`config.mk`:
```
export PLATFORM = sky130hd
export DESIGN_NAME = score_tracker
export DESIGN_NICKNAME = d
export VERILOG_FILES = /design/src/rtl/score_tracker_pkg.sv /design/src/rtl/score_sat_add.sv /design/src/rtl/score_tracker.sv
export SDC_FILE = /design/constraint.sdc
export NUM_CORES = 1
export LEC_CHECK = 0
export BUFFER_PORTS_ARGS = -buffer_cell sky130_fd_sc_hd__buf_2
export CAP_MARGIN = 20
export CORE_ASPECT_RATIO = 2
export CORE_MARGIN = 2
export CORE_UTILIZATION = 50
export DETAILED_ROUTE_END_ITERATION = 8
export MAX_ROUTING_LAYER = met4
export PLACE_DENSITY = 0.68
export SLEW_MARGIN = 20
export SYNTH_ARGS = -nofsm -noshare
export SYNTH_HDL_FRONTEND = slang
export SYNTH_SLANG_ARGS = --single-unit
```
`constraint.sdc`:
```
create_clock -name i_clk -period 3.6 [get_ports i_clk]
set_input_delay 1.08 -clock i_clk [delete_from_list [all_inputs] [get_ports i_clk]]
set_output_delay 1.08 -clock i_clk [all_outputs]
set_load 0.01 [all_outputs]
```
`src/rtl/score_tracker_pkg.sv`:
```
// Shared definitions for the score tracker and the 3-digit display driver.
//   state_t  : FSM state encodings for the score tracker.
//   DISP_MAX : largest value the display driver can show (3 decimal digits).
//   SCORE_W  : width of the binary value handed to the display driver.
//   max_score: helper returning the larger of two score values.
package score_tracker_pkg;

  typedef enum logic [1:0] {
    S_IDLE = 2'd0,
    S_PLAY = 2'd1,
    S_OVER = 2'd2
  } state_t;

  localparam int DISP_MAX = 999;
  localparam int SCORE_W  = 10;

  function automatic logic [SCORE_W-1:0] max_score(input logic [SCORE_W-1:0] a,
                                                   input logic [SCORE_W-1:0] b);
    return (a > b) ? a : b;
  endfunction

endpackage

```
`src/rtl/score_sat_add.sv`:
```
// Saturating score adder: adds a 1- or 2-point award to the current score
// and clamps the result at MAX_SCORE so the display never wraps.
//   i_score  in  10  current score
//   i_pts    in  2   points to add
//   o_sum    out 10  min(i_score + i_pts, MAX_SCORE)
module score_sat_add
  import score_tracker_pkg::*;
#(
  parameter int MAX_SCORE = DISP_MAX
) (
  input  logic [SCORE_W-1:0] i_score,
  input  logic [1:0]         i_pts,
  output logic [SCORE_W-1:0] o_sum
);

  // One extra bit so a sum past 1023 cannot alias back below the ceiling.
  logic [SCORE_W:0] w_sum;

  always_comb begin
    w_sum = {1'b0, i_score} + {{(SCORE_W-1){1'b0}}, i_pts};
    if (w_sum > (SCORE_W+1)'(MAX_SCORE)) begin
      o_sum = SCORE_W'(MAX_SCORE);
    end else begin
      o_sum = w_sum[SCORE_W-1:0];
    end
  end

endmodule

```
`src/rtl/score_tracker.sv`:
```
// Game-side score keeper. Counts hits (rising edges of i_hit) and misses in
// a run, awards a combo bonus, keeps the best score and presents either the
// current score or the best on a registered 10-bit display value.
//   i_clk         in  1   system clock, rising edge
//   i_rst         in  1   asynchronous active-high reset
//   i_start       in  1   pulse: begin (or restart) a run
//   i_hit         in  1   hit level; scored on its rising edge only
//   i_miss        in  1   pulse: missed beat, clears the combo
//   i_over        in  1   pulse: run ended
//   o_disp_value  out 10  best when o_show_best, else score (1-cycle lag)
//   o_show_best   out 1   display is showing best
//   o_playing     out 1   run in progress
//   o_combo       out 8   consecutive-hit count
//
// state  | meaning
// S_IDLE | after reset, nothing shown, waiting for the first start
// S_PLAY | run in progress, hits and misses scored
// S_OVER | run ended, display alternates score / best
module score_tracker
  import score_tracker_pkg::*;
#(
  parameter int MAX_SCORE   = DISP_MAX,
  parameter int COMBO_STEP  = 10,
  parameter int MAX_COMBO   = 255,
  parameter int FLIP_CYCLES = 1000
) (
  input  logic               i_clk,
  input  logic               i_rst,
  input  logic               i_start,
  input  logic               i_hit,
  input  logic               i_miss,
  input  logic               i_over,
  output logic [SCORE_W-1:0] o_disp_value,
  output logic               o_show_best,
  output logic               o_playing,
  output logic [7:0]         o_combo
);

  localparam int FLIP_W = (FLIP_CYCLES > 1) ? $clog2(FLIP_CYCLES) : 1;
  localparam logic [FLIP_W-1:0] FLIP_LAST  = FLIP_W'(FLIP_CYCLES - 1);
  localparam logic [7:0]        COMBO_BONUS = 8'(COMBO_STEP);
  localparam logic [7:0]        COMBO_SAT   = 8'(MAX_COMBO);

  state_t              r_state;
  state_t              w_state_nxt;
  logic                w_restart;
  logic                r_hit_q;
  logic                w_hit_rise;
  logic [SCORE_W-1:0]  r_score;
  logic [SCORE_W-1:0]  r_best;
  logic [SCORE_W-1:0]  r_disp;
  logic [SCORE_W-1:0]  w_score_sum;
  logic [1:0]          w_pts;
  logic [7:0]          r_combo;
  logic [FLIP_W-1:0]   r_flip;
  logic                r_show_best;
  logic                r_playing;

  assign w_hit_rise = i_hit & ~r_hit_q;
  // Bonus decision uses the combo before this hit is counted.
  assign w_pts      = (r_combo >= COMBO_BONUS) ? 2'd2 : 2'd1;

  score_sat_add #(
    .MAX_SCORE (MAX_SCORE)
  ) u_sat_add (
    .i_score (r_score),
    .i_pts   (w_pts),
    .o_sum   (w_score_sum)
  );

  always_ff @(posedge i_clk or posedge i_rst) begin
    if (i_rst) begin
      r_state <= S_IDLE;
    end else begin
      r_state <= w_state_nxt;
    end
  end

  // over outranks start in PLAY; start alone in PLAY restarts the run.
  always_comb begin
    w_state_nxt = r_state;
    w_restart   = 1'b0;
    case (r_state)
      S_IDLE: begin
        if (i_start) begin
          w_state_nxt = S_PLAY;
          w_restart   = 1'b1;
        end
      end
      S_PLAY: begin
        if (i_over) begin
          w_state_nxt = S_OVER;
        end else if (i_start) begin
          w_restart   = 1'b1;
        end
      end
      S_OVER: begin
        if (i_start) begin
          w_state_nxt = S_PLAY;
          w_restart   = 1'b1;
        end
      end
      default: begin
        w_state_nxt = S_IDLE;
      end
    endcase
  end

  always_ff @(posedge i_clk or posedge i_rst) begin
    if (i_rst) begin
      r_hit_q     <= 1'b0;
      r_score     <= '0;
      r_best      <= '0;
      r_combo     <= '0;
      r_flip      <= '0;
      r_show_best <= 1'b0;
      r_disp      <= '0;
      r_playing   <= 1'b0;
    end else begin
      // Edge detector runs in every state so a level held across start is
      // not mistaken for a fresh hit.
      r_hit_q   <= i_hit;
      r_disp    <= r_show_best ? r_best : r_score;
      r_playing <= (w_state_nxt == S_PLAY);

      if (w_restart) begin
        r_score     <= '0;
        r_combo     <= '0;
        r_flip      <= '0;
        r_show_best <= 1'b0;
      end else begin
        case (r_state)
          S_PLAY: begin
            if (i_over) begin
              r_best <= max_score(r_best, r_score);
              r_flip <= '0;
            end else if (i_miss) begin
              r_combo <= '0;
            end else if (w_hit_rise) begin
              r_score <= w_score_sum;
              if (r_combo != COMBO_SAT) begin
                r_combo <= r_combo + 8'd1;
              end
            end
          end
          S_OVER: begin
            if (r_flip == FLIP_LAST) begin
              r_flip      <= '0;
              r_show_best <= ~r_show_best;
            end else begin
              r_flip <= r_flip + FLIP_W'(1);
            end
          end
          default: begin
            r_show_best <= 1'b0;
          end
        endcase
      end
    end
  end

  assign o_disp_value = r_disp;
  assign o_show_best  = r_show_best;
  assign o_playing    = r_playing;
  assign o_combo      = r_combo;

endmodule
```
After elaboration in Yosys (flattened, before gate mapping)

Index checks and enable logic that the tools add are counted.

Flip-flop bits (word level): 53
Latch bits: 0
Memory bits (writable): 0
Memory bits (read-only): 0
Input port bits: 6
Output and inout port bits: 20
Logic and storage cells: 69
Memories: 0

$add $sub $neg: 3
Multiply operators: 0
Div/mod/pow operators: 0
Order comparisons: 3
Equality and inequality tests: 10
Shift operators: 0
Muxes and demuxes: 27
Bitwise logic cells: 5
Reductions and logical operators: 12

Operators with widths:

| operator                                                                             | count |
|---|---|
| 10-bit 2-to-1 mux                                                                    | 10 |
| 8-bit 2-to-1 mux                                                                     | 6 |
| 10-bit case mux with 2 select lines                                                  | 1 |
| 4-bit AND reduction                                                                  | 3 |
| 10-bit by 2-bit adder with 11-bit output                                             | 1 |
| 11-bit by 10-bit > comparator with 1-bit output (second input constant)              | 1 |
| 10-bit by 1-bit adder with 10-bit output (second input constant)                     | 1 |
| 10-bit == test (second input constant)                                               | 1 |
| 10-bit > comparator                                                                  | 1 |
| 3-bit nonzero test                                                                   | 3 |
| 8-bit by 1-bit adder with 8-bit output (second input constant)                       | 1 |
| 8-bit by 4-bit greater-or-equal comparator with 1-bit output (second input constant) | 1 |
| 8-bit inequality test (second input constant)                                        | 1 |
| 2-bit 2-to-1 mux                                                                     | 3 |
| 3-bit inequality test (second input constant)                                        | 2 |
| 2-bit by 1-bit == test with 1-bit output (second input constant)                     | 2 |
| 1-bit 2-to-1 mux                                                                     | 4 |
| 2-bit by 1-bit inequality test with 1-bit output (second input constant)             | 2 |
| 1-bit inverter                                                                       | 4 |
| 1-bit case mux with 2 select lines                                                   | 2 |
| 2-bit case mux with 2 select lines                                                   | 1 |
| 2-bit AND reduction                                                                  | 2 |
| 2-bit nonzero test                                                                   | 2 |
| 2-bit == test (second input constant)                                                | 1 |
| other kinds (4)                                                                      | 4 |

Logic depth before layout (Yosys ltp)

Depth after elaboration: 10
Depth in mapped cells: 13
Depth with buffers taken out: 13

By module

From an unflattened synthesis, not the netlist that was laid out.

Cells, all modules: 307
Area total of the unflattened synthesis: 3,060.4 µm²

Modules (own cells, without submodules):

| module        | times used | cells each | area an instance (µm²) | seq. area each (µm²) |
|---|---|---|---|---|
| score_tracker | 1          | 250        | 2,652.5                | 1,326.3 |
| score_sat_add | 1          | 57         | 407.9                  | 0.0 |

Least setup slack after synthesis

Ideal clock, no wire load.

Path kind: register to register
Start: reg r_combo[0] (netlist: o_combo[0])
End: reg r_score[3]
Library setup time: 118 ps
Data arrival time: 2,733 ps
Setup slack: 749 ps
Stages on the path, launching flop included: 14
Buffers on the path: 0
Cells stage by stage: dfrtp_1 > inv_1 > ha_1 > o31ai_1 > nand2_1 > inv_1 > ha_1 > fa_1 > and4_4 > nor4_2 > a211oi_2 > a2111oi_4 > a2111oi_1 > a21o_1

Cells in the longest elaborated chain, start to end: 10

Ends and longest elaborated chain:

| what                                                             | RTL line             | RTL |
|---|---|---|
| start: declaration                                               | score_tracker.sv:54  | `logic [7:0] r_combo;` |
| start signal: assignment                                         | score_tracker.sv:142 | `r_combo <= r_combo + 8'd1;` |
| 8-bit by 4-bit greater-or-equal comparator with 1-bit output (*) | score_tracker.sv:61  | `assign w_pts = (r_combo >= COMBO_BONUS) ? 2'd2 : 2'd1;` |
| 2-bit 2-to-1 mux (*)                                             | score_tracker.sv:61  |  |
| 10-bit by 2-bit adder with 11-bit output (*)                     | score_sat_add.sv:20  | `w_sum = {1'b0, i_score} + {{(SCORE_W-1){1'b0}}, i_pts};` |
| 11-bit by 10-bit > comparator with 1-bit output                  | score_sat_add.sv:21  | `if (w_sum > (SCORE_W+1)'(MAX_SCORE)) begin` |
| 10-bit 2-to-1 mux (*)                                            | score_sat_add.sv:21  |  |
| 10-bit 2-to-1 mux (*)                                            | score_tracker.sv:139 | `end else if (w_hit_rise) begin` |
| 10-bit 2-to-1 mux (*)                                            | score_tracker.sv:137 | `end else if (i_miss) begin` |
| 10-bit 2-to-1 mux (*)                                            | score_tracker.sv:134 | `if (i_over) begin` |
| 10-bit 2-to-1 mux (*)                                            | score_tracker.sv:132 | `case (r_state)` |
| 10-bit 2-to-1 mux (*)                                            | score_tracker.sv:126 | `if (w_restart) begin` |
| end signal: assignment                                           | score_tracker.sv:140 | `r_score <= w_score_sum;` |
| end: declaration                                                 | score_tracker.sv:49  | `logic [SCORE_W-1:0] r_score;` |

Every way passes the cells marked *; elsewhere a longest branch is shown, timed or not. The select of a mux whose other input is x is not followed.
A chain may end at the register's enable or synchronous reset.

Worst setup path after layout

Ends and elaborated chain as after synthesis.

==> results by group <==
Status
  – Status: finished, final reports clean

Clocking
  – CTS Hold Bufs: 0
  – CTS tree: built
  – Clk_lat worst skew: slightly below 300 ps
  – Post-CTS Resized: 0
  – Worst-path clk slew: around 70 ps
  – Post-CTS setup buffer count: 0
  – Clk sinks: 53
  – Maximum buffer depth of the clock tree: 2
  – Root buf cell: clkbuf_16
  – CTS H-tree lvls: 2
  – TritonCTS Buffers: 5

Route
  – 1st-pass router iterations: 4
  – # DRC: 0
  – Total number of vias: 2353
  – ANT nets after route: 0
  – DR WL/cell: 14.7 um
  – Vias per cell: 5.85
  – Drt total wl: 5.93 mm
  – Drt initial violations: between 60 and 70

Final layout
  – Area growth, synth to finish: 9.41%
  – Fillcell total: 542
  – Share of cells above drive strength 1: 17.7%
  – Diode count: 0
  – Final #Nets: 360
  – Layout Utilization: 55.7%

Critical path
  – Crit path buf inv count: 3
  – Top delay family on crit path: compound AO/OA/AOI/OAI gates
  – Startpoint Class: register
  – Worst path max stage delay: roughly 550 ps
  – Worst path slowest cell: a2111oi_4
  – Arrival time at the worst endpoint: 3340 ps
  – Crit-path most repeated cell: inv_1
  – CP Data Required Time: 3790 ps
  – Critical path class: reg2reg
  – Crit. End Element: register
  – Critical path fanouts, max: 7
  – CP cell instances: inv_1 -> ha_1 -> o31ai_1 -> nand2_1 -> inv_1 -> ha_1 -> fa_1 -> inv_1 -> o2111ai_1 -> o311ai_1 -> a2111oi_4 -> a2111oi_1 -> a21o_1

Synthesis
  – Syn avg cell area: 9.54 um2
  – Commonest cells post-synth: 53 x dfrtp_1, 32 x nand2_1, 30 x o21ai_0, 27 x nor2_1, 18 x inv_1
  – Synthesized Nets: about 340
  – Asr flop ratio synth: 100%
  – Biggest area consumer among synthesized cells: dfrtp_1
  – Synth top area share: between 40 and 50%
  – Synth Cell Area: around 3000 um2
  – Most instantiated library cell after synthesis: dfrtp_1
  – Warnings from Yosys: 0
  – Number of synthesized register bits: between 50 and 60
  – Sequential area share after synthesis: ~44%
  – Top_reg_cell synth: dfrtp_1
  – Synth area leaders: dfrtp_1 44%, ha_1 6.2%, o21ai_0 5.0%
  – Post-synth cell types: 50
  – Post-synth EDFFs: 0
  – Synth Instances: around 320

STA
  – Slew HR: 56.9%
  – Worst Max-Slew Pin Slew: 646 ps
  – Setup TNS: 0 ps
  – Hold slack: 513 ps
  – Fin Clk Skew: 6.12 ps
  – Fmax: 0.317 GHz
  – RSZ-0062 raised after global routing: false
  – Period utilisation layout: 87.6%
  – Final min period: 3150 ps
  – Endpoints failing setup: 0
  – Hold Fails Final Rpt: 0
  – Pins over their slew limit: 0

Power and ir drop
  – Logic pwr share: 9.4%
  – Maximum vdd drop: 0.345 mV
  – Pint: 0.906 mW
  – Total power: 1.21 mW
  – Psw: 0.300 mW
  – Clock power frac: 38.3%
  – PD cells: around 370 nW/um2
  – Flop pwr share: 52.3%
  – Sw Share: 24.9%
  – Leakage: around 1.6 nW

Global route
  – Remaining Overflow, GRT: 0
  – First-pass GRT wire length: around 10 mm
  – Initial antenna violation count: 0
  – Total global-route track usage: 20.1%
  – Largest net degree at the start of global routing: 54
  – Vias in the first global route: about 2300

Floorplanning
  – Placement Rows: 40
  – Starting Density: 50.9%
  – Die Span X: slightly below 60 um
  – DIE AREA: 6680 um2
  – Die Y: 114 um
  – I/O pin total: 26
  – Core Area: 5910 um2

Place
  – IO Port Bufs: 25
  – Final HPWL DP: 4.40 mm
  – Routability cong.: 0.860

Run
  – Max capacitance violation total: 0

Hold path
  – Worst Hold Class: reg2reg
-- registers in the layout, summed over array words and instances (netlist names) --
| register | count |
|---|---|
| o_combo | 8 |
| o_disp_value | 10 |
| o_playing | 1 |
| o_show_best | 1 |
| r_best | 10 |
| r_flip | 10 |
| r_hit_q | 1 |
| r_score | 10 |
| r_state | 2 |
-- logic make-up (layout without fill, tap and decap cells) --
| kind of cell | Yosys count | after routing | synth area share (%) |
|---|---|---|---|
| DFF | 53 | 53 | 44.1 |
| muxes | 12 | 12 | 4.45 |
| AOI/OAI and AO/OA | 78 | 78 | 16.6 |
| buffers and inverters | 30 | 54 | 4.87 |
| and+or+nand+nor | 119 | 119 | 21.0 |
| adders and majority gates | 16 | 16 | 6.91 |
| xor gates and xnor gates | 7 | 7 | 2.04 |
-- power by group through the flow --
stage	Combinational [mW]	Clock, mW	Sequential, mW
final	0.113	0.462	0.631
after global routing	0.129	0.504	0.635
after CTS	0.116	0.477	0.631
after detailed placement	0.116	0	0.642
after global placement	0.113	0	0.641
after floorplan	0.0908	0	0.632
-- placed cells by master, fill, tap and decap left out, types with 8 or more instances in the layout --
master and instances:
dfrtp_1 53, nand2_1 32, o21ai_0 30, nor2_1 27
buf_2 25, inv_1 17, a21oi_1 16, ha_1 15
nor3_1 12, nand4_1 11, mux2_2 11, nand3_1 10
a21o_1 8
-- worst reg2reg max path, stage by stage (launching register included) --
cell and delay [ps]:
dfrtp_1 430, inv_1 70, ha_1 200, o31ai_1 230
nand2_1 150, inv_1 90, ha_1 220, fa_1 350
inv_1 90, o2111ai_1 200, o311ai_1 180, a2111oi_4 550
a2111oi_1 110, a21o_1 170
-- stage by stage --
step | instances | setup WS (ps) | area, um2
6_report | 402 | 448 | 3290
4_1_cts | 402 | 468 | 3290
3_5_place_dp | 394 | 483 | 3150
5_1_grt | 402 | 217 | 3290
2_1_floorplan | 315 | 749 | 3010
3_3_place_gp | 394 | 612 | 3150
-- worst paths after layout --
kind / to / startpoint / cells past startpoint / slack, ps
hold reg to reg: o_disp_value[7] / r_best[7] / 2 / 510
min in group asynchronous: o_disp_value[0] / i_rst / 3 / 940
max in group asynchronous: r_best[3] / i_rst / 3 / 2220
hold / removal: o_disp_value[7] / r_best[7] / 2 / 510
setup / recovery: r_score[3] / o_combo[0] / 13 / 450
setup reg to reg: r_score[3] / o_combo[0] / 13 / 450
-- layer usage --
| layer | vias up | part of all wire [%] | global-route usage (%) |
|---|---|---|---|
| li1 | 1172 | - | - |
| met1 | 1124 | 42 | 22.7 |
| met2 | 45 | 52 | 33.6 |
| met3 | 12 | 2.5 | 3.06 |
| met4 | 0 | 2.9 | 10.0 |
| met5 | - | 0 | - |
-- final cells by class --
type	count	area (um2)	area share, %
Multi-Input combinational cell	232	1530	46.6
Inverter	19	71.3	2.17
Tap cell	63	78.8	2.40
Timing Repair Buffer	27	140	4.26
Clock buffer	6	129	3.92
Clock inverter	2	10.0	0.304
Sequential cell	53	1330	40.3
No activity file was read; power rests on OpenSTA's default activity.
